==> config.mk <==
export PLATFORM = sky130hd
export DESIGN_NAME = exc_detect
export DESIGN_NICKNAME = d
export VERILOG_FILES = /design/src/rtl/exc_detect.sv
export SDC_FILE = /design/constraint.sdc
export NUM_CORES = 1
export LEC_CHECK = 0
export ABC_AREA = 1
export BUFFER_PORTS_ARGS = -buffer_cell sky130_fd_sc_hd__buf_2
export CORE_AREA = 2 2 114 116
export DETAILED_ROUTE_END_ITERATION = 10
export DIE_AREA = 0 0 116 118
export SLEW_MARGIN = 40
export SYNTH_ARGS = -nofsm -noshare
export SYNTH_HDL_FRONTEND = slang
export SYNTH_SLANG_ARGS = --single-unit
==> constraint.sdc <==
create_clock -name clk -period 1.41 [get_ports clk]
set_clock_uncertainty 0.2 [all_clocks]
set_input_delay 0.0705 -clock clk [delete_from_list [all_inputs] [get_ports clk]]
set_output_delay 0.0705 -clock clk [all_outputs]
set_load 0.005 [all_outputs]
==> src/rtl/exc_detect.sv <==
// M-stage exception collector: prioritises per-instruction faults and interrupts,
// drives the CP0 exception write port and the pipeline flush/redirect.
module exc_detect #(
    parameter logic [31:0] EXC_VECTOR  = 32'hBFC00380,
    parameter int          SYNC_STAGES = 2
) (
    input  logic        clk,
    input  logic        rst,
    input  logic        m_valid,
    input  logic [31:0] m_pc,
    input  logic        m_indelayslot,
    input  logic        m_adel_if,
    input  logic        m_ri,
    input  logic        m_syscall,
    input  logic        m_break,
    input  logic        m_ov,
    input  logic        m_eret,
    input  logic        m_ld_misalign,
    input  logic        m_st_misalign,
    input  logic [31:0] m_dataaddr,
    input  logic [5:0]  ext_int,
    input  logic        stall,
    input  logic [31:0] cp0_status,
    input  logic [31:0] cp0_cause,
    input  logic [31:0] cp0_epc,
    output logic        exc_en,
    output logic [5:0]  exc_type,
    output logic [31:0] exc_pc,
    output logic        exc_indelayslot,
    output logic [31:0] exc_badvaddr,
    output logic        flush,
    output logic        flush_d,
    output logic [31:0] newpc,
    output logic [5:0]  int_pending
);

    localparam logic [5:0] EXC_INT       = 6'h00;
    localparam logic [5:0] EXC_ADEL      = 6'h04;
    localparam logic [5:0] EXC_ADES      = 6'h05;
    localparam logic [5:0] EXC_SYS       = 6'h08;
    localparam logic [5:0] EXC_BP        = 6'h09;
    localparam logic [5:0] EXC_RI        = 6'h0a;
    localparam logic [5:0] EXC_OV        = 6'h0c;
    localparam logic [5:0] EXC_TYPE_ERET = 6'h0e;

    typedef enum logic {IDLE, SHADOW} state_t;

    state_t                         state;
    logic                           flush_q;
    logic [SYNC_STAGES-1:0][5:0]    sync_q;
    logic [5:0]                     int_sync;
    logic                           int_req;
    logic                           hit;
    logic                           take;
    logic [5:0]                     code;
    logic [31:0]                    bad;

    always_ff @(posedge clk) begin
        if (rst) begin
            sync_q <= '0;
        end else begin
            sync_q[0] <= ext_int;
            for (int i = 1; i < SYNC_STAGES; i++)
                sync_q[i] <= sync_q[i-1];
        end
    end

    assign int_sync = sync_q[SYNC_STAGES-1];
    assign int_req  = cp0_status[0] & ~cp0_status[1] &
                      (|({int_sync, cp0_cause[9:8]} & cp0_status[15:8]));

    always_comb begin
        hit  = 1'b0;
        code = EXC_INT;
        bad  = '0;
        if (m_valid) begin
            hit = 1'b1;
            if (int_req)             code = EXC_INT;
            else if (m_adel_if)      begin code = EXC_ADEL; bad = m_pc; end
            else if (m_ri)           code = EXC_RI;
            else if (m_syscall)      code = EXC_SYS;
            else if (m_break)        code = EXC_BP;
            else if (m_ov)           code = EXC_OV;
            else if (m_ld_misalign)  begin code = EXC_ADEL; bad = m_dataaddr; end
            else if (m_st_misalign)  begin code = EXC_ADES; bad = m_dataaddr; end
            else if (m_eret)         code = EXC_TYPE_ERET;
            else                     hit = 1'b0;
        end
    end

    // SHADOW blocks a second take while Status.EXL settles and the pipe drains
    assign take = hit & ~stall & (state == IDLE) & ~rst;

    always_ff @(posedge clk) begin
        if (rst) begin
            state   <= IDLE;
            flush_q <= 1'b0;
        end else begin
            flush_q <= take;
            case (state)
                IDLE:    if (take) state <= SHADOW;
                SHADOW:  state <= IDLE;
                default: state <= IDLE;
            endcase
        end
    end

    assign exc_en          = take;
    assign flush           = take;
    assign flush_d         = flush_q & ~rst;
    assign exc_type        = rst ? 6'h00 : code;
    assign exc_pc          = rst ? 32'h0 : m_pc;
    assign exc_indelayslot = m_indelayslot & ~rst;
    assign exc_badvaddr    = rst ? 32'h0 : bad;
    assign newpc           = !take ? 32'h0 :
                             (code == EXC_TYPE_ERET) ? cp0_epc : EXC_VECTOR;
    assign int_pending     = rst ? 6'h00 : int_sync;

endmodule

==> results.md <==
- Storage element area: ~290 sq um
- Layout cells sized above 1: about half
- Yosys top cell by area: nand2_1
- Post-Place Cells: 797
- Initial antenna violation count: 1
- Sequential area share after synthesis: between 10% and 20%
- YS warnings: 0
- DRT antenna net count: 0
- HPWL Detailed: ~7200 um
- CP endpoint kind: output pin
- Minimum clock period: 1.82 ns
- Final wirelength: 8850 um
- DR WL/cell: about 11 um
- CTS Sinks: 14
- Rows: approximately 40
- Placer congestion estimate: 0.784
- Final #Nets: just over 800
- Core area: roughly 12000 sq um
- Multi-input combinational cell area: ~1300 sq um
- Largest net degree at the start of global routing: between 50 and 60
- Fillers: 1431
- Cells after Synth: around 390
- CTS root buf: clkbuf_16
- Vias: around 3100
- LEAKAGE: about 2.3 nW
- CP startpoint kind: flop
- GRT Util Overall: around 12%
- Power density over the cells: around 450 nW/um^2
- Die ar.: about 14000 sq um
- F_max: approximately 550 MHz
- Clock Latency Late Sink: between 0.2 and 0.25 ns
- Pre-CTS WS: -0.275 ns
- Critical Path RT: roughly 1.1 ns
- Die W: 116 um
- GR Overflow Total: 0
- Final Slew Violations: 0
- Die H: 118 um
- R2R Path Start: int_sync[4]$_SDFF_PP0_
- Vias per std cell: 3.86
- Input/output buffers: 236
- Avg Inst Size Synth: 4.92 sq um
- Iteration-0 DRC Markers: about 110
- CP max FO: 7
- Max clock buf depth: 2
- Fin worst setup slack: -0.406 ns
- First-pass DRT Iterations: 5
- Num CTS Buffers: 3
- Initial core utilization: between 15 and 20%
- Post-Syn Area: about 1900 sq um
- Distinct cells, synth: 23
- Worst Path Arrival: approximately 1.6 ns
- Setup Viol. Count Final: 72
- Inserted Diodes: 0
- DRC: 0
- IO Count: between 200 and 300
- Largest cells by area after synthesis: nand2_1 (19%), nor2_1 (16%), inv_1 (16%), dfxtp_1 (14%), a21oi_1 (8.3%)
- Status: finished with violations
- Final std cells w/o fill: 813
- Post-DP Area: between 3000 and 4000 sq um
- RSZ-0062 raised after global routing: yes
- First-pass GRT wire length: 12900 um
- Critical path class: reg2out
- R2R Setup Slk: -0.07 ns
- Reg clk slew, reported paths: 0.05 ns
- Final Hold Violating Endpoints: 0
- Maximum vdd drop: around 0.44 mV
- Cells on Worst Hold Path: 4
- Hold Path Class: in2reg
- Maxcap violations: 0
- R2R cell count: 8
- FF+latch count, synth: 14
- Failing checks: negative setup slack
- Fin util: just over 30%
- H-Tree Depth: 1
- Crit share post-route: 129%
- Final setup TNS: -25.51 ns
- Capturing point of the worst reg2reg path: state$_SDFF_PP0_
- Area Growth Syn to Fin: 97.4%
- Hold Startpoint: stall
- Yosys top cell area share: 19.2%
- Hold endpoint: flush_q$_SDFF_PP0_
- CTS tree: built
- Vias in the first global route: 2803
- Fin area: 3830 sq um
## critical path, stage by stage (launching register included)
cell and delay [ns]:
dfxtp_2 0.31, nand2_1 0.06, nand2_1 0.06, nor2_2 0.13, nand2_2 0.10, nand2_8 0.12, nand2_8 0.09, and2_4 0.23
nand2_2 0.06, inv_1 0.03, buf_2 0.11
## layer usage
layer  wire length (um)  vias up  global-route usage (%)
li1                   -     1654                       -
met1               3370     1328                    12.2
met2               4610      143                    23.8
met3                784        8                    1.75
met4                 82        2                    1.79
met5                  7        -                       0
## repair_timing
action	CTS	global route
hold buffers	6	0
buffers inserted	2	1
gates cloned	2	1
pin swaps	5	11
setup endpoints to repair	72	72
hold endpoints to repair	6	0
gates resized for setup	28	42
## area by class of cell
cell class / instances / area share (%)
Timing Repair Buffer: 270 / 41.1
Clock buffer: 4 / 2.32
Inverter: 86 / 8.43
Tap cell: 172 / 5.62
Sequential cell: 14 / 7.45
Multi-Input combinational cell: 267 / 35.1
## placed cells by master, fill, tap and decap left out, drive strengths merged
cell type and n:
buf 263, dfxtp 14, a21oi 33, nand3 24, o211ai 1, nand2 100, clkbuf 5, conb 2
o21ai 1, nor4 2, and2 4, inv 86, nand4 12, nor3 1, dlygate4sd3 6, nor2 87
## cell usage after synthesis
| library cell | n |
|---|---|
| and2_4 | 1 |
| inv_2 | 4 |
| nor2_1 | 85 |
| nand2_1 | 99 |
| a21oi_1 | 32 |
| nand2_2 | 1 |
| inv_1 | 82 |
| and2_1 | 2 |
| o21ai_1 | 1 |
| nor4_4 | 2 |
| buf_4 | 7 |
| a21oi_2 | 1 |
| buf_6 | 4 |
| buf_1 | 2 |
| clkbuf_1 | 6 |
| nor2_2 | 2 |
| o211ai_1 | 1 |
| conb_1 | 1 |
| nand4_1 | 12 |
| nand3_1 | 24 |
| dfxtp_1 | 14 |
| nor3_1 | 1 |
| buf_2 | 10 |
## where the power goes
| part | switching [mW] | internal (mW) | total (mW) |
|---|---|---|---|
| logic | 0.354 | 0.347 | 0.701 |
| registers | 0.00655 | 0.416 | 0.423 |
| clock network | 0.156 | 0.429 | 0.585 |
| total | 0.517 | 1.19 | 1.71 |
## flip-flops by register name, summed over array words and instances, names as in the netlist
register	flops
flush_q	1
state	1
int_sync	6
sync_q	6
## how the worst max path moves through the flow
stage                                start          endpoint  slack [ns]
finish              int_sync[4]$_SDFF_PP0_         newpc[29]       -0.41
global route        int_sync[5]$_SDFF_PP0_  exc_badvaddr[12]       -0.51
CTS                 int_sync[4]$_SDFF_PP0_  exc_badvaddr[22]       -0.43
detailed placement  int_sync[5]$_SDFF_PP0_  exc_badvaddr[30]       -0.27
global placement    int_sync[5]$_SDFF_PP0_  exc_badvaddr[21]       -0.25
floorplan           int_sync[4]$_SDFF_PP0_  exc_badvaddr[22]       0.009
## kinds of logic after synthesis
logic type | count (synthesis) | share of synthesized area [%]
DFF | 14 | 14.5
AOI/OAI and AO/OA | 35 | 9.35
and+or+nand+nor | 229 | 50.2
other | 1 | 0.193
buffers and inverters | 115 | 25.8
## metrics by stage
stage               power [mW]  hold slack, ns
finish                    1.71           0.179
global route              1.84           0.206
CTS                       1.69           0.165
detailed placement        1.06          0.0770
global placement          1.05          0.0771
floorplan                0.703         -0.0225
(Power assumes the default switching activity.)
